### config.mk
export PLATFORM = sky130hd
export DESIGN_NAME = remap_ctrl_flat
export DESIGN_NICKNAME = d
export VERILOG_FILES = /design/src/rtl/remap_pkg.sv /design/src/rtl/remap_ctrl_if.sv /design/src/rtl/remap_outst_cnt.sv /design/src/rtl/remap_ctrl.sv /design/src/flat_wrapper.sv
export SDC_FILE = /design/constraint.sdc
export NUM_CORES = 1
export LEC_CHECK = 0
export CAP_MARGIN = 20
export CORE_ASPECT_RATIO = 1.1
export CORE_MARGIN = 3
export CORE_UTILIZATION = 30
export CTS_CLUSTER_DIAMETER = 80
export DETAILED_ROUTE_END_ITERATION = 7
export PLACE_DENSITY = 0.48
export SYNTH_ARGS = -nofsm -noshare
export SYNTH_HDL_FRONTEND = slang
export SYNTH_HIERARCHICAL = 1
export SYNTH_SLANG_ARGS = --single-unit
export TNS_END_PERCENT = 5
### constraint.sdc
create_clock -name clk -period 5.05 [get_ports clk]
set_clock_uncertainty 0.15 [all_clocks]
set_input_delay 1.515 -clock clk [delete_from_list [all_inputs] [get_ports clk]]
set_output_delay 1.515 -clock clk [all_outputs]
set_load 0.02 [all_outputs]
### src/rtl/remap_pkg.sv
`default_nettype none
// ============================================================================
//  Module      : remap_pkg
//  Description : Shared types and default constants for the remap controller.
//  Revision    : 1.0
// ============================================================================
package remap_pkg;

    localparam int c_n_init_port     = 8;
    localparam int c_log_n_init      = 3;
    localparam int c_max_outstanding = 16;
    localparam int c_timeout_cycles  = 1024;

    typedef enum logic [1:0] {
        ST_IDLE   = 2'd0,
        ST_DRAIN  = 2'd1,
        ST_COMMIT = 2'd2,
        ST_RESP   = 2'd3
    } state_e;

    typedef enum logic [1:0] {
        RESP_OK       = 2'b00,
        RESP_BAD_PORT = 2'b01,
        RESP_TIMEOUT  = 2'b10
    } resp_code_e;

endpackage
`default_nettype wire

### src/rtl/remap_ctrl_if.sv
`default_nettype none
// ============================================================================
//  Module      : remap_ctrl_if
//  Description : Request, traffic-monitor, commit and response signals of the
//                remap controller; slave = controller, master = requester.
//  Revision    : 1.0
// ============================================================================
interface remap_ctrl_if #(
    parameter int LOG_N_INIT = 3,
    parameter int CNT_W      = 5
);
    import remap_pkg::*;

    logic                  req_valid_i;
    logic                  req_ready_o;
    logic [LOG_N_INIT-1:0] req_source_i;
    logic [LOG_N_INIT-1:0] req_target_i;
    logic                  aw_issue_i;
    logic                  b_done_i;
    logic                  block_aw_o;
    logic                  select_o;
    logic [LOG_N_INIT-1:0] source_o;
    logic [LOG_N_INIT-1:0] target_o;
    logic                  resp_valid_o;
    logic                  resp_ready_i;
    resp_code_e            resp_code_o;
    logic [CNT_W-1:0]      outstanding_o;

    modport slave (
        input  req_valid_i, req_source_i, req_target_i, aw_issue_i, b_done_i, resp_ready_i,
        output req_ready_o, block_aw_o, select_o, source_o, target_o,
               resp_valid_o, resp_code_o, outstanding_o
    );

    modport master (
        output req_valid_i, req_source_i, req_target_i, aw_issue_i, b_done_i, resp_ready_i,
        input  req_ready_o, block_aw_o, select_o, source_o, target_o,
               resp_valid_o, resp_code_o, outstanding_o
    );

endinterface
`default_nettype wire

### src/rtl/remap_outst_cnt.sv
`default_nettype none
// ============================================================================
//  Module      : remap_outst_cnt
//  Description : Saturating count of write transactions in flight.
//  Revision    : 1.0
// ============================================================================
module remap_outst_cnt
    import remap_pkg::*;
#(
    parameter int MAX_OUTSTANDING = c_max_outstanding
) (
    input  wire logic                                 clk,
    input  wire logic                                 rst_n,
    input  wire logic                                 inc_i,
    input  wire logic                                 dec_i,
    input  wire logic                                 clear_i,
    output logic [$clog2(MAX_OUTSTANDING+1)-1:0]      count_o
);

    localparam int CNT_W = $clog2(MAX_OUTSTANDING + 1);

    logic [CNT_W-1:0] count_q;
    logic [CNT_W-1:0] count_d;

    // Simultaneous inc/dec cancel; a spurious decrement at zero is dropped.
    always_comb begin
        count_d = count_q;
        if (clear_i) begin
            count_d = '0;
        end else if (inc_i && !dec_i && (count_q != CNT_W'(MAX_OUTSTANDING))) begin
            count_d = count_q + CNT_W'(1);
        end else if (dec_i && !inc_i && (count_q != '0)) begin
            count_d = count_q - CNT_W'(1);
        end
    end

    always_ff @(posedge clk or negedge rst_n) begin
        if (!rst_n) begin
            count_q <= '0;
        end else begin
            count_q <= count_d;
        end
    end

    assign count_o = count_q;

endmodule
`default_nettype wire

### src/rtl/remap_ctrl.sv
`default_nettype none
// ============================================================================
//  Module      : remap_ctrl
//  Description : Drains in-flight writes, then commits a port remap with a
//                single-cycle select strobe and reports the outcome.
//  Revision    : 1.0
// ============================================================================
module remap_ctrl
    import remap_pkg::*;
#(
    parameter int N_INIT_PORT     = c_n_init_port,
    parameter int LOG_N_INIT      = c_log_n_init,
    parameter int MAX_OUTSTANDING = c_max_outstanding,
    parameter int TIMEOUT_CYCLES  = c_timeout_cycles
) (
    input  wire logic    clk,
    input  wire logic    rst_n,
    remap_ctrl_if.slave  bus
);

    localparam int CNT_W = $clog2(MAX_OUTSTANDING + 1);
    localparam int TMR_W = (TIMEOUT_CYCLES > 1) ? $clog2(TIMEOUT_CYCLES) : 1;

    state_e                state_q, state_d;
    resp_code_e            code_q, code_d;
    logic [LOG_N_INIT-1:0] src_q, src_d, tgt_q, tgt_d;
    logic [LOG_N_INIT-1:0] src_out_q, src_out_d, tgt_out_q, tgt_out_d;
    logic [TMR_W-1:0]      timer_q, timer_d;
    logic [CNT_W-1:0]      w_count;
    logic                  w_bad_port;
    logic                  w_drained;

    remap_outst_cnt #(
        .MAX_OUTSTANDING (MAX_OUTSTANDING)
    ) u_outst_cnt (
        .clk     (clk),
        .rst_n   (rst_n),
        .inc_i   (bus.aw_issue_i),
        .dec_i   (bus.b_done_i),
        .clear_i (1'b0),
        .count_o (w_count)
    );

    assign w_bad_port = (32'(bus.req_source_i) >= N_INIT_PORT)
                     || (32'(bus.req_target_i) >= N_INIT_PORT)
                     || (bus.req_source_i == bus.req_target_i);

    // An AW that slipped through in the same cycle is not yet in the count.
    assign w_drained = (w_count == '0) && !bus.aw_issue_i;

    always_comb begin
        state_d   = state_q;
        code_d    = code_q;
        src_d     = src_q;
        tgt_d     = tgt_q;
        src_out_d = src_out_q;
        tgt_out_d = tgt_out_q;
        timer_d   = timer_q;
        case (state_q)
            ST_IDLE: begin
                if (bus.req_valid_i) begin
                    src_d   = bus.req_source_i;
                    tgt_d   = bus.req_target_i;
                    timer_d = '0;
                    if (w_bad_port) begin
                        code_d  = RESP_BAD_PORT;
                        state_d = ST_RESP;
                    end else begin
                        state_d = ST_DRAIN;
                    end
                end
            end
            ST_DRAIN: begin
                timer_d = timer_q + TMR_W'(1);
                if (w_drained) begin
                    src_out_d = src_q;
                    tgt_out_d = tgt_q;
                    state_d   = ST_COMMIT;
                end else if (timer_q == TMR_W'(TIMEOUT_CYCLES - 1)) begin
                    code_d  = RESP_TIMEOUT;
                    state_d = ST_RESP;
                end
            end
            ST_COMMIT: begin
                code_d  = RESP_OK;
                state_d = ST_RESP;
            end
            ST_RESP: begin
                if (bus.resp_ready_i) begin
                    state_d = ST_IDLE;
                end
            end
            default: state_d = ST_IDLE;
        endcase
    end

    always_ff @(posedge clk or negedge rst_n) begin
        if (!rst_n) begin
            state_q   <= ST_IDLE;
            code_q    <= RESP_OK;
            src_q     <= '0;
            tgt_q     <= '0;
            src_out_q <= '0;
            tgt_out_q <= '0;
            timer_q   <= '0;
        end else begin
            state_q   <= state_d;
            code_q    <= code_d;
            src_q     <= src_d;
            tgt_q     <= tgt_d;
            src_out_q <= src_out_d;
            tgt_out_q <= tgt_out_d;
            timer_q   <= timer_d;
        end
    end

    // Blocking ends with COMMIT: the swap stage holds the new map by RESP.
    assign bus.block_aw_o    = (w_count == CNT_W'(MAX_OUTSTANDING))
                            || (state_q == ST_DRAIN) || (state_q == ST_COMMIT);
    assign bus.req_ready_o   = (state_q == ST_IDLE);
    assign bus.select_o      = (state_q == ST_COMMIT);
    assign bus.resp_valid_o  = (state_q == ST_RESP);
    assign bus.resp_code_o   = code_q;
    assign bus.source_o      = src_out_q;
    assign bus.target_o      = tgt_out_q;
    assign bus.outstanding_o = w_count;

endmodule
`default_nettype wire

### src/flat_wrapper.sv
// flat-port wrapper written by rule: the top's interface ports become plain ports
module remap_ctrl_flat import remap_pkg::*;
#(
    parameter int N_INIT_PORT     = c_n_init_port,
    parameter int LOG_N_INIT      = c_log_n_init,
    parameter int MAX_OUTSTANDING = c_max_outstanding,
    parameter int TIMEOUT_CYCLES  = c_timeout_cycles
)
  (clk, rst_n, bus_req_valid_i, bus_req_source_i, bus_req_target_i, bus_aw_issue_i, bus_b_done_i, bus_resp_ready_i, bus_req_ready_o, bus_block_aw_o, bus_select_o, bus_source_o, bus_target_o, bus_resp_valid_o, bus_resp_code_o, bus_outstanding_o);
  remap_ctrl_if #(.LOG_N_INIT(LOG_N_INIT), .CNT_W((5))) bus_i ();
  input  wire logic clk;
  input  wire logic rst_n;
  input wire logic [$bits(bus_i.req_valid_i)-1:0] bus_req_valid_i;
  input wire logic [$bits(bus_i.req_source_i)-1:0] bus_req_source_i;
  input wire logic [$bits(bus_i.req_target_i)-1:0] bus_req_target_i;
  input wire logic [$bits(bus_i.aw_issue_i)-1:0] bus_aw_issue_i;
  input wire logic [$bits(bus_i.b_done_i)-1:0] bus_b_done_i;
  input wire logic [$bits(bus_i.resp_ready_i)-1:0] bus_resp_ready_i;
  output wire logic [$bits(bus_i.req_ready_o)-1:0] bus_req_ready_o;
  output wire logic [$bits(bus_i.block_aw_o)-1:0] bus_block_aw_o;
  output wire logic [$bits(bus_i.select_o)-1:0] bus_select_o;
  output wire logic [$bits(bus_i.source_o)-1:0] bus_source_o;
  output wire logic [$bits(bus_i.target_o)-1:0] bus_target_o;
  output wire logic [$bits(bus_i.resp_valid_o)-1:0] bus_resp_valid_o;
  output wire logic [$bits(bus_i.resp_code_o)-1:0] bus_resp_code_o;
  output wire logic [$bits(bus_i.outstanding_o)-1:0] bus_outstanding_o;
  assign bus_i.req_valid_i = bus_req_valid_i;
  assign bus_i.req_source_i = bus_req_source_i;
  assign bus_i.req_target_i = bus_req_target_i;
  assign bus_i.aw_issue_i = bus_aw_issue_i;
  assign bus_i.b_done_i = bus_b_done_i;
  assign bus_i.resp_ready_i = bus_resp_ready_i;
  assign bus_req_ready_o = bus_i.req_ready_o;
  assign bus_block_aw_o = bus_i.block_aw_o;
  assign bus_select_o = bus_i.select_o;
  assign bus_source_o = bus_i.source_o;
  assign bus_target_o = bus_i.target_o;
  assign bus_resp_valid_o = bus_i.resp_valid_o;
  assign bus_resp_code_o = bus_i.resp_code_o;
  assign bus_outstanding_o = bus_i.outstanding_o;
  remap_ctrl #(.N_INIT_PORT(N_INIT_PORT), .LOG_N_INIT(LOG_N_INIT), .MAX_OUTSTANDING(MAX_OUTSTANDING), .TIMEOUT_CYCLES(TIMEOUT_CYCLES)) u_core (.clk(clk), .rst_n(rst_n), .bus(bus_i));
endmodule
==> results.json <==
{
  "synth_compound_area_frac": 0.139,
  "busiest_layer": "met2",
  "synth_edf_count": 0,
  "hold_start": "u_core/tgt_q[1]",
  "core_um2": 5540,
  "grt_util_all_layers": 0.126,
  "synth-async-reset-ratio": 1.00,
  "synth_top_family_by_area": "simple AND/OR/NAND/NOR gates",
  "antenna_found_initial": 0,
  "synth.area.mux_share": 0.113,
  "pin_count": 29,
  "grt_use_met2": 0.198,
  "grt_use_met3": 0.0374,
  "r2r_start": "u_core/u_outst_cnt/count_o[0]",
  "ant_nets": 0,
  "reg2reg_slack_ns": 2.28,
  "fin_crit_ns": 3.83,
  "synth_xor_area_frac": 0.0595,
  "route.final.wire_length_um": 3900,
  "post_drt_wl_per_cell_um": 14.1,
  "start_util": 0.319,
  "cp_num_cells": 8,
  "synth_top_area_cell": "dfrtp_1",
  "start_kind": "input pin",
  "cp_common_cell": "a21o_1",
  "rows": 28,
  "diodes": 0,
  "min_path_type": "reg2reg",
  "grt_pass1_vias": 1422,
  "die_h_um": 86.5,
  "status": "complete, no violations",
  "reg2regPathDepth": 7,
  "synth.top_cell.area_share": 0.439,
  "cts_setup_buffers": 0,
  "rsz0062_at_grt": "false",
  "grt_start_max_net_pins": 32,
  "required_ns": 5.11,
  "cts_sinks": 31,
  "cts_tree": "done",
  "fin_nets": 225,
  "netlist_top_cells_area": "dfrtp_1 (44%), ha_1 (7.8%), mux2_2 (7.6%)",
  "worst_r2r_endpoint": "u_core/u_outst_cnt/count_o[4]",
  "insertion_delay_ns": 0.28,
  "ir_worst_vdd_mv": 0.256,
  "synth.ff_latch_count": 31,
  "vias": 1395,
  "grt_pass1_wl_um": 6770,
  "path_class": "in2reg",
  "final_max_slew_viol_count": 0,
  "grt_use_met1": 0.163,
  "final_util": 0.405,
  "setup_violations": 0,
  "vias_per_cell": 5.04,
  "grt_overflow_total": 0,
  "cts_resized": 0,
  "htreeDepth": 2,
  "cts_root_buf": "clkbuf_8",
  "syn_area_per_cell_um2": 10.9,
  "critPathTopFamily": "compound AO/OA/AOI/OAI gates",
  "synthAdderAreaFrac": 0.0892,
  "firstDrtPassIters": 4,
  "fin_tns_setup_ns": 0,
  "die-area_um2": 6850,
  "min_to": "u_core/bus.target_o[1]",
  "cts_buffers": 5,
  "route.detailed.drc": 0,
  "path_cells": "clkdlybuf4s50_1 > nand2b_1 > a21o_1 > fa_1 > a21o_1 > a2111oi_0 > o21ai_0 > a21oi_1",
  "worst_pin_slew_ns": 0.572,
  "slew-limit-headroom": 0.608,
  "slowest_stage": "clkdlybuf4s50_1",
  "hold_buffers": 0,
  "dpl.hpwl_um": 2900,
  "place.gp.congestion": 0.835,
  "die_w_um": 79.2,
  "fin_crit_sh": 0.758,
  "ys_seq_area_frac": 0.439,
  "synth_cell_types": 43,
  "maxCapViolations": 0,
  "crit_buf_inv": 1,
  "arrival_ns": 3.88,
  "powerDensity_nw_per_um2": 585,
  "cpPeakStageDelay_ns": 0.49,
  "yosys.area_share.simple": 0.140,
  "netlist_area_um2": 1770,
  "clock_path_buffers": 2,
  "ys.flop_type": "dfrtp_1",
  "p_leak_nw": 0.976,
  "cp_max_fo": 5,
  "final-hold-violation-count": 0,
  "io_buffers": 28,
  "hold_path_depth": 1,
  "area_delta_synth_final_pct": 27.0,
  "synth_cells": 162,
  "drive_gt1_frac": 0.134,
  "synth_warnings": 6,
  "clock.fmax_mhz": 261,
  "drtIter0Drc": 59,
  "clkTransAtPathRegs_ns": 0.06,
  "cp-end-kind": "flip-flop"
}
[worst max path at each step]
stage                         startpoint                             to  slack (ns)
final                       bus_b_done_i  u_core/u_outst_cnt/count_o[4]        1.22
after global routing        bus_b_done_i  u_core/u_outst_cnt/count_o[4]        1.04
after CTS                   bus_b_done_i  u_core/u_outst_cnt/count_o[4]        1.28
after detailed placement  bus_aw_issue_i  u_core/u_outst_cnt/count_o[4]        0.98
after global placement      bus_b_done_i  u_core/u_outst_cnt/count_o[4]        1.12
after floorplan             bus_b_done_i  u_core/u_outst_cnt/count_o[4]        1.79
[Yosys cell counts, drive strengths merged (3+ instances only)]
library cell,number
nand3,6
ha,11
xnor2,6
inv,7
o21ai,4
a21oi,10
a31oi,3
nand2b,3
nand2,8
xor2,6
and3,3
nand4,5
mux2i,5
or3,3
a21o,3
dfrtp,31
nor3,4
mux2,13
nor2,9
[per-layer routing]
layer	routed length, um	share of wire	vias up
li1	-	-	671
met1	1720	0.44	682
met2	1930	0.49	36
met3	190	0.049	6
met4	62	0.016	0
met5	0	0	-
[layout make-up]
cell class	count	area, um2
clock buffer	6	72.6
clock inverter	2	12.5
fill	578	3290
inverter	7	26.3
multi-input combinational	127	975
sequential	31	776
tap	75	93.8
timing repair buffer	29	288
[where the power goes]
group | internal [mW] | switching, mW | total (mW)
Sequential | 0.342 | 0.0895 | 0.431
Clock | 0.0961 | 0.0918 | 0.188
Combinational | 0.340 | 0.353 | 0.693
[cells in the final DEF, fill, tap and decap left out, types with 2 or more instances in the layout]
| master | Yosys | routed |
|---|---|---|
| dfrtp_1 | 31 | 31 |
| clkdlybuf4s50_1 | 0 | 28 |
| mux2_2 | 12 | 12 |
| ha_1 | 11 | 11 |
| a21oi_1 | 10 | 10 |
| nor2_1 | 9 | 9 |
| nand2_1 | 8 | 8 |
| inv_1 | 7 | 7 |
| nand3_1 | 6 | 6 |
| xnor2_1 | 6 | 6 |
| xor2_1 | 6 | 6 |
| clkbuf_8 | 0 | 5 |
| mux2i_1 | 5 | 5 |
| conb_1 | 1 | 5 |
| nor3_1 | 4 | 4 |
| o21ai_0 | 4 | 4 |
| nand4_1 | 3 | 3 |
| or3_1 | 3 | 3 |
| nand2b_1 | 3 | 3 |
| a31oi_1 | 3 | 3 |
| a211o_1 | 2 | 2 |
| nand4_2 | 2 | 2 |
| and3_1 | 2 | 2 |
| o31ai_1 | 2 | 2 |
| a21o_1 | 2 | 2 |
[cell families after synthesis]
kind of cell | count (synthesis)
and+or+nand+nor | 45
other | 1
xor gates and xnor gates | 12
muxes | 18
AOI/OAI and AO/OA | 35
buffers and inverters | 8
adders and majority gates | 12
DFF | 31
[stage by stage]
stage	hold WS, ns	instances	power [mW]	worst slack (ns)	cell area, um2
final	0.356	277	1.31	1.22	2240
after global routing	0.381	277	1.42	1.04	2240
after CTS	0.358	277	1.33	1.28	2240
after detailed placement	0.343	269	1.13	0.985	2160
after global placement	0.332	269	1.12	1.12	2160
after floorplan	0.325	166	0.890	1.79	1780
[sequential cells by signal (all words and copies together), names as in the netlist]
| register | flops |
|---|---|
| u_core/bus.source_o | 3 |
| u_core/bus.target_o | 3 |
| u_core/src_q | 3 |
| u_core/state_q | 2 |
| u_core/u_outst_cnt/count_o | 5 |
| u_core/tgt_q | 3 |
| u_core/bus.resp_code_o | 2 |
| u_core/timer_q | 10 |
Power figures use the tool's default switching activity.
